<file path="src/rtl/pmem_loader.sv">
// Program-memory loader: receives a counted, checksummed byte stream and writes
// 12-bit instructions into program memory while holding the CPU in reset.
module pmem_loader #(
    parameter int TIMEOUT = 1000
) (
    input  logic        clk,
    input  logic        rst_n,
    input  logic        Start,
    input  logic [7:0]  DIn,
    input  logic        DValid,
    output logic        DReady,
    output logic        LE,
    output logic [7:0]  LA,
    output logic [11:0] LI,
    output logic        E,
    output logic        CpuHold,
    output logic        Busy,
    output logic        Done,
    output logic [1:0]  ErrCode
);

    localparam int TW = (TIMEOUT > 0) ? $clog2(TIMEOUT + 1) : 1;

    typedef enum logic [2:0] {
        S_IDLE, S_COUNT, S_LO, S_HI, S_WR, S_SUM, S_DONE, S_ERR
    } state_t;

    state_t        state;
    logic [8:0]    remaining;
    logic [7:0]    cksum;
    logic [7:0]    sum_next;
    logic [TW-1:0] tcnt;
    logic          accept;
    logic          timed_out;

    // Handshake and status outputs are pure decodes of the state register.
    assign DReady    = (state == S_COUNT) || (state == S_LO) ||
                       (state == S_HI)    || (state == S_SUM);
    assign Busy      = DReady || (state == S_WR);
    assign LE        = (state == S_WR);
    assign CpuHold   = Busy || (state == S_ERR);
    assign E         = !CpuHold;
    assign accept    = DValid && DReady;
    assign sum_next  = cksum + DIn;
    assign timed_out = (TIMEOUT != 0) && (tcnt == TW'(TIMEOUT));

    always_ff @(posedge clk) begin
        // NOTE: reset is synchronous, so it lives inside the clocked branch and
        // every state register (including LI) gets a defined value.
        if (!rst_n) begin
            state     <= S_IDLE;
            LA        <= '0;
            LI        <= '0;
            remaining <= '0;
            cksum     <= '0;
            tcnt      <= '0;
            Done      <= 1'b0;
            ErrCode   <= 2'b00;
        end else begin
            case (state)
                S_IDLE, S_DONE, S_ERR: begin
                    if (Start) begin
                        state   <= S_COUNT;
                        Done    <= 1'b0;
                        ErrCode <= 2'b00;
                        LA      <= '0;
                        cksum   <= '0;
                        tcnt    <= '0;
                    end
                end
                S_COUNT, S_LO, S_HI, S_SUM: begin
                    // Timeout wins over a byte arriving on the same cycle.
                    if (timed_out) begin
                        state   <= S_ERR;
                        ErrCode <= 2'b01;
                    end else if (accept) begin
                        tcnt <= '0;
                        if (state != S_SUM)
                            cksum <= sum_next;
                        case (state)
                            S_COUNT: begin
                                remaining <= (DIn == 8'd0) ? 9'd256 : {1'b0, DIn};
                                state     <= S_LO;
                            end
                            S_LO: begin
                                LI[7:0] <= DIn;
                                state   <= S_HI;
                            end
                            S_HI: begin
                                LI[11:8] <= DIn[3:0];
                                state    <= S_WR;
                            end
                            default: begin
                                if (sum_next == 8'd0) begin
                                    state <= S_DONE;
                                    Done  <= 1'b1;
                                end else begin
                                    state   <= S_ERR;
                                    ErrCode <= 2'b10;
                                end
                            end
                        endcase
                    end else if (TIMEOUT != 0) begin
                        tcnt <= tcnt + 1'b1;
                    end
                end
                S_WR: begin
                    LA        <= LA + 8'd1;
                    remaining <= remaining - 9'd1;
                    state     <= (remaining == 9'd1) ? S_SUM : S_LO;
                end
                default: state <= S_IDLE;
            endcase
        end
    end

endmodule

</file>
<file path="config.mk">
export PLATFORM = sky130hd
export DESIGN_NAME = pmem_loader
export DESIGN_NICKNAME = d
export VERILOG_FILES = /design/src/rtl/pmem_loader.sv
export SDC_FILE = /design/constraint.sdc
export NUM_CORES = 1
export LEC_CHECK = 0
export BUFFER_PORTS_ARGS = -buffer_cell sky130_fd_sc_hd__buf_4
export CORE_MARGIN = 2
export CORE_UTILIZATION = 40
export DETAILED_ROUTE_END_ITERATION = 8
export MAX_ROUTING_LAYER = met4
export SETUP_SLACK_MARGIN = 0.15
export SYNTH_ARGS = -nofsm -noshare
export SYNTH_HDL_FRONTEND = slang
export SYNTH_SLANG_ARGS = --single-unit
</file>
<file path="constraint.sdc">
create_clock -name clk -period 2.8 [get_ports clk]
set_input_delay 0.28 -clock clk [delete_from_list [all_inputs] [get_ports clk]]
set_output_delay 0.28 -clock clk [all_outputs]
set_load 0.02 [all_outputs]
</file>
==> results of run 1 <==
-- worst min path at each step --
stage / startpoint / to
finish: DIn[4] / LI[4]
global route: DIn[0] / LI[8]
CTS: DIn[4] / LI[4]
detailed placement: cksum[4] / cksum[4]
global placement: cksum[4] / cksum[4]
floorplan: DIn[0] / LI[0]
-- power by group --
| part | leakage (nW) | internal [W] | switching [W] | total (W) |
|---|---|---|---|---|
| clock | 0.0603 | 0.000274 | 0.000270 | 0.000544 |
| sequential | 0.429 | 0.000802 | 0.0000606 | 0.000863 |
| combinational | 0.901 | 0.000220 | 0.000350 | 0.000570 |
-- worst max-delay path, delay by kind of cell (launching register included) --
| kind | cells | cell delay, ns |
|---|---|---|
| adders and majority gates | 2 | 0.61 |
| and+or+nand+nor | 1 | 0.23 |
| DFF | 1 | 0.33 |
| AOI/OAI and AO/OA | 5 | 1.06 |
-- flip-flops by register name, indices dropped and copies added (netlist names) --
name and flops:
Done 1, ErrCode 2, LA 8, LI 12, cksum 8, remaining 9, state 3, tcnt 10
-- kinds of logic (layout without fill, tap and decap cells) --
family,after synthesis,in the layout,share of synthesized area
AO/OA/AOI/OAI,92,92,0.205
buffers and inverters,27,65,0.0418
multiplexers,13,13,0.0453
flip-flops,53,53,0.366
XOR/XNOR,11,11,0.0332
adder cells (fa/ha/maj),13,13,0.0586
AND/OR/NAND/NOR,147,147,0.251
-- stage by stage --
step                      hold slack [ns]  utilization  setup WS, ns  power [W]  area, µm²
final                               0.250        0.477         0.463    0.00198       3400
after global routing                0.242        0.477         0.278    0.00212       3400
after CTS                           0.245        0.477         0.324    0.00200       3400
after detailed placement            0.450        0.460         0.331    0.00145       3280
after global placement              0.444        0.460         0.377    0.00145       3280
after floorplan                     0.424            -         0.665    0.00130       2900
-- metal layers --
metal / GRT usage / wire [µm] / up-vias / part of all wire
met5: - / 0 / - / 0
met4: 0.0353 / 53 / 0 / 0.0078
met3: 0.0268 / 281 / 6 / 0.041
met2: 0.281 / 3160 / 53 / 0.46
met1: 0.262 / 3330 / 1257 / 0.49
li1: - / - / 1355 / -
-- cell usage after synthesis (4+ instances only) --
cell type	number
nand2_1	37
buf_2	4
nor2b_1	4
o31ai_1	4
or2_2	5
nor4_1	5
nor2_1	42
mux2i_1	12
a21oi_1	34
nand4_1	8
o21ai_0	16
nand3_1	15
or3_1	7
nor3_1	5
clkbuf_1	8
xnor2_1	8
ha_1	12
inv_1	11
dfxtp_1	53
a22oi_1	4
a211oi_1	4
-- what timing repair did --
action,CTS,global route
endpoints found under the setup margin,0,1
setup buffers,0,0
resized for setup,0,1
-- final cells by class --
| class | count | area [µm²] | area share |
|---|---|---|---|
| clock buffer | 5 | 68.8 | 0.0202 |
| tap | 99 | 124 | 0.0364 |
| multi-input combinational | 276 | 1720 | 0.505 |
| clock inverter | 3 | 50.0 | 0.0147 |
| sequential | 53 | 1060 | 0.312 |
| inverter | 13 | 48.8 | 0.0143 |
| timing repair buffer | 44 | 330 | 0.0971 |
==> results.py, run 1 <==
metrics = {
    "detailed_routing": {
        "num_vias": 2671,
        "vias_per_cell": 5.42,
        "drc": 0,
        "wire_per_inst_um": 13.8,
        "ant_nets": 0,
        "routed_wl_um": 6820,
        "drtIter0Drc": 194,
        "dr.pass1.iters": 4,
    },
    "cts": {
        "clk_pin_slew_ns": 0.11,
        "root_buffer": "clkbuf_8",
        "cts_sinks": 53,
        "clk_latency_ns": 0.31,
        "clockBufferDepth": 2,
        "hold_buffers": 0,
        "cts_buffers": 5,
        "cts_tree": "yes",
        "cts.htree.levels": 2,
    },
    "logic_synthesis": {
        "syn_area_per_cell_um2": 8.15,
        "yosys_warnings": 0,
        "ys_ff_latch": 53,
        "async_reset_ff_frac": 0,
        "synth_cells": 356,
        "yosys-top-cells-area": "dfxtp_1 37%, a21oi_1 5.9%, nor2_1 5.4%",
        "synth_top_cell_area_share": 0.366,
        "synth_cell_type_count": 55,
        "yosysTopAreaCell": "dfxtp_1",
        "syn_nets": 381,
        "synth_edf_count": 0,
        "synthesis.area_mm2": 0.00290,
        "yosysSeqAreaShare": 0.366,
        "synth_ff_type": "dfxtp_1",
    },
    "timing": {
        "skew_ns": 0.00959,
        "tns_ns": 0,
        "setup_viol": 0,
        "max_freq_ghz": 0.428,
        "hold_viol": 0,
        "fin_crit_ns": 2.34,
        "rsz0062_at_grt": "no",
        "period_share": 0.835,
        "maxSlewHeadroom": 0.469,
        "tightestPinTransition_ns": 0.790,
        "slew_viol_final": 0,
    },
    "place": {
        "place.gp.congestion": 0.913,
        "port_buffers": 39,
        "place_inst": 485,
        "post-dp-hpwl_um": 5050,
    },
    "die": {
        "dieArea_mm2": 0.00795,
        "ios": 40,
        "initial_core_util": 0.407,
        "die_y_um": 89.2,
        "coreArea_mm2": 0.00714,
        "dieWidth_um": 89.2,
        "row_count": 31,
    },
    "global_route": {
        "overflow": 0,
        "grt_pass1_wl_um": 11400,
        "grt_max_degree": 30,
        "antenna_found_initial": 0,
        "grt_pass1_vias": 2358,
        "grtUsageTotal": 0.184,
    },
    "critical_path": {
        "reg2reg_to": "state[0]",
        "crit_type": "flop to flop",
        "r2r-start": "cksum[0]",
        "worst-path-max-fanout": 3,
        "crit_arrival_ns": 2.53,
        "end_kind": "flop",
        "slowest_stage": "fa_1",
        "reg2reg_depth": 8,
        "cp.required_ns": 3.00,
        "cp-start-kind": "flop",
        "r2r_slack_ns": 0.46,
        "endpoint": "state[0]",
        "cp-startpoint": "cksum[0]",
        "path_cells": "ha_1, fa_1, a211o_1, a21o_1, a221oi_1, o211ai_1, nor2_1, a31oi_1",
        "crit_path_max_incr_delay_ns": 0.41,
    },
    "layout": {
        "area_growth_syn_to_layout_pct": 17.3,
        "final_cell_count_no_fill": 493,
        "nets": 418,
        "drive_above_1_share": 0.170,
        "diodes": 0,
        "fill_cells": 724,
        "final_common_cell": "dfxtp_1",
        "final_cell_mix": "52 x dfxtp_1, 44 x buf_4, 42 x nor2_1",
    },
    "pwr": {
        "power_density_mw_per_mm2": 581,
        "ir_drop_mv": 0.245,
        "p_leak_nw": 1.39,
    },
    "min_path": {
        "holdPathStages": 3,
        "min_path_type": "input port to flop",
    },
    "job": {
        "maxCapViolCount": 0,
    },
    "run_status": {
        "status": "completed",
    },
}
Power figures use the tool's default switching activity.
==> run 2, diff against run 1 <==
--- a/config.mk
+++ b/config.mk
@@ -5,6 +5,7 @@
 export SDC_FILE = /design/constraint.sdc
 export NUM_CORES = 1
 export LEC_CHECK = 0
+export ABC_AREA = 1
 export BUFFER_PORTS_ARGS = -buffer_cell sky130_fd_sc_hd__buf_4
 export CORE_MARGIN = 2
 export CORE_UTILIZATION = 40
==> constraint.sdc (replaced) <==
create_clock -name clk -period 2.4 [get_ports clk]
set_input_delay 0.24 -clock clk [delete_from_list [all_inputs] [get_ports clk]]
set_output_delay 0.24 -clock clk [all_outputs]
set_load 0.02 [all_outputs]
==> run 2 against run 1 <==
Compared with the run above: non-clock buffer count decreased by 1; count of clock-buffer cells in the layout increased by 1; design area increased by 6.4%; critical endpoint is now DReady; largest power group is now combinational cells.
==> results.py, run 2 <==
metrics = {
    "critical_path": {
        "crit_family": "flip-flops",
        "worst-path-max-fanout": 8,
        "crit_type": "flop to output pin",
        "reg2reg_depth": 11,
        "end_kind": "output pin",
        "slowest_stage": "dfxtp_1",
        "crit_path_max_incr_delay_ns": 0.62,
        "cp.depth": 6,
        "crit_buf_inv": 3,
        "path_cells": "nor2_4, nor2_4, a21oi_4, inv_2, buf_4, buf_4",
        "crit_arrival_ns": 1.81,
        "cp-start-kind": "flop",
        "cp.required_ns": 2.16,
    },
    "logic_synthesis": {
        "synth_ff_type": "dfxtp_1",
        "yosysTopAreaCell": "dfxtp_1",
        "synth.most_common_cell": "nand2_1",
        "yosys-top-cells-area": "dfxtp_1 34%, nand2_1 11%, a21oi_1 7.9%",
        "async_reset_ff_frac": 0,
        "yosysSeqAreaShare": 0.336,
        "synth_edf_count": 0,
        "ys_ff_latch": 53,
        "synth_common_cells": "89 x nand2_1, 53 x dfxtp_1, 50 x a21oi_1",
        "syn_area_per_cell_um2": 7.16,
        "yosys_warnings": 0,
        "synth_cell_type_count": 38,
        "synth_cells": 441,
        "synthesis.area_mm2": 0.00316,
        "syn_nets": 466,
        "synth_top_cell_area_share": 0.336,
    },
    "die": {
        "coreArea_mm2": 0.00769,
        "initial_core_util": 0.411,
        "dieArea_mm2": 0.00862,
        "dieWidth_um": 92.9,
        "ios": 40,
        "row_count": 32,
        "die_y_um": 92.9,
    },
    "min_path": {
        "holdPathStages": 3,
        "min_path_type": "input port to flop",
    },
    "cts": {
        "clockBufferDepth": 2,
        "cts_sinks": 53,
        "clk_pin_slew_ns": 0.10,
        "cts.htree.levels": 2,
        "post_cts_buffers": 0,
        "root_buffer": "clkbuf_8",
        "hold_buffers": 0,
        "cts_tree": "yes",
        "clk_latency_ns": 0.31,
        "cts_buffers": 5,
    },
    "layout": {
        "largest_register_ffs": 12,
        "nets": 504,
        "final_util": 0.471,
        "largest-register": "LI",
        "drive_above_1_share": 0.182,
        "area_growth_syn_to_layout_pct": 14.7,
        "top_regs": "LI (12), tcnt (10), remaining (9)",
        "final_common_cell": "nand2_1",
        "final_cell_mix": "89 x nand2_1, 52 x dfxtp_1, 50 x a21oi_1",
        "diodes": 0,
    },
    "detailed_routing": {
        "routed_wl_um": 7550,
        "num_vias": 2911,
        "drc": 0,
        "vias_per_cell": 5.01,
        "dr.pass1.iters": 4,
        "drtIter0Drc": 148,
        "wire_per_inst_um": 13.0,
        "ant_nets": 0,
    },
    "global_route": {
        "antenna_found_initial": 0,
        "grtUsageTotal": 0.187,
        "grt_pass1_vias": 2844,
        "overflow": 0,
        "grt_max_degree": 27,
        "grt_pass1_wl_um": 12800,
    },
    "job": {
        "maxCapViolCount": 0,
    },
    "timing": {
        "maxSlewHeadroom": 0.646,
        "rsz0062_at_grt": "no",
        "hold_viol": 0,
        "setup_viol": 0,
        "period_share": 0.852,
        "skew_ns": 0.00803,
        "tightestPinTransition_ns": 0.528,
        "slew_viol_final": 0,
        "fin_crit_ns": 2.05,
        "tns_ns": 0,
        "max_freq_ghz": 0.489,
    },
    "pwr": {
        "power_density_mw_per_mm2": 1270,
        "ir_drop_mv": 0.372,
        "p_leak_nw": 1.53,
    },
    "place": {
        "place.gp.congestion": 0.905,
        "post-dp-hpwl_um": 5610,
        "port_buffers": 39,
    },
    "run_status": {
        "status": "completed",
    },
}
[run 2: cell types whose count changed after synthesis, moves of 7 or more]
cell and change:
inv_2 +7, inv_1 +36, nand2_1 +52, nand3_1 +28, or3_1 -7, mux2i_1 -12
a21oi_1 +16, nor2_4 +8
[run 2: what timing repair did]
action                     CTS  global route
gates resized for setup      0             3
setup endpoints to repair    0             3
hold endpoints to repair     0             0
[run 2: worst paths after layout]
path | from | end | slack (ns)
min | DIn[7] | LI[7] | 0.24
max reg2reg | state[0] | LI[5] | 0.37
min reg2reg | cksum[4] | cksum[4] | 0.46
max | state[0] | DReady | 0.35
[run 2: kinds of logic (layout without fill, tap and decap cells)]
logic type | after synthesis | in the layout | share of synthesized area
AND/OR/NAND/NOR | 212 | 212 | 0.332
flip-flops | 53 | 53 | 0.336
XOR/XNOR | 8 | 8 | 0.0222
buffers and inverters | 66 | 104 | 0.0903
AO/OA/AOI/OAI | 89 | 89 | 0.165
adder cells (fa/ha/maj) | 13 | 13 | 0.0539
[run 2: worst reg2reg max path, cell delays in order, from the launching register on]
cell and delay (ns):
dfxtp_1 0.62, nor2_4 0.08, nor2_4 0.20, a21oi_4 0.10
inv_2 0.16, nand2_1 0.06, inv_1 0.08, nand2_1 0.06
inv_2 0.21, nand2_2 0.18, nand2_1 0.10, a21oi_1 0.06
[run 2: metrics by stage]
step | hold WS [ns] | std cells | setup WS, ns | total power (W) | cell area, µm²
2_1_floorplan | 0.378 | 441 | 0.510 | 0.00351 | 3160
6_report | 0.239 | 581 | 0.354 | 0.00461 | 3620
3_3_place_gp | 0.447 | 574 | 0.331 | 0.00407 | 3530
4_1_cts | 0.232 | 581 | 0.331 | 0.00464 | 3620
5_1_grt | 0.236 | 581 | 0.162 | 0.00503 | 3620
3_5_place_dp | 0.444 | 574 | 0.280 | 0.00409 | 3530
[run 2: report_power, final]
group          switching, W  internal [W]
combinational       0.00181      0.000990
sequential         0.000190       0.00108
clock              0.000306      0.000229
total               0.00231       0.00230
[run 2: metal layers]
layer | vias up | part of all wire | global-route usage
li1 | 1533 | - | -
met1 | 1311 | 0.46 | 0.229
met2 | 63 | 0.48 | 0.320
met3 | 4 | 0.050 | 0.0366
met4 | 0 | 0.0054 | 0.0368
met5 | - | 0 | -
[run 2: layout make-up]
type	instances	area, µm²
inverters	54	203
clock inverters	1	7.51
repair buffers	43	323
clock buffers	6	82.6
flip-flops and latches	53	1060
well taps	102	128
multi-input cells	322	1820
fillers	796	4070
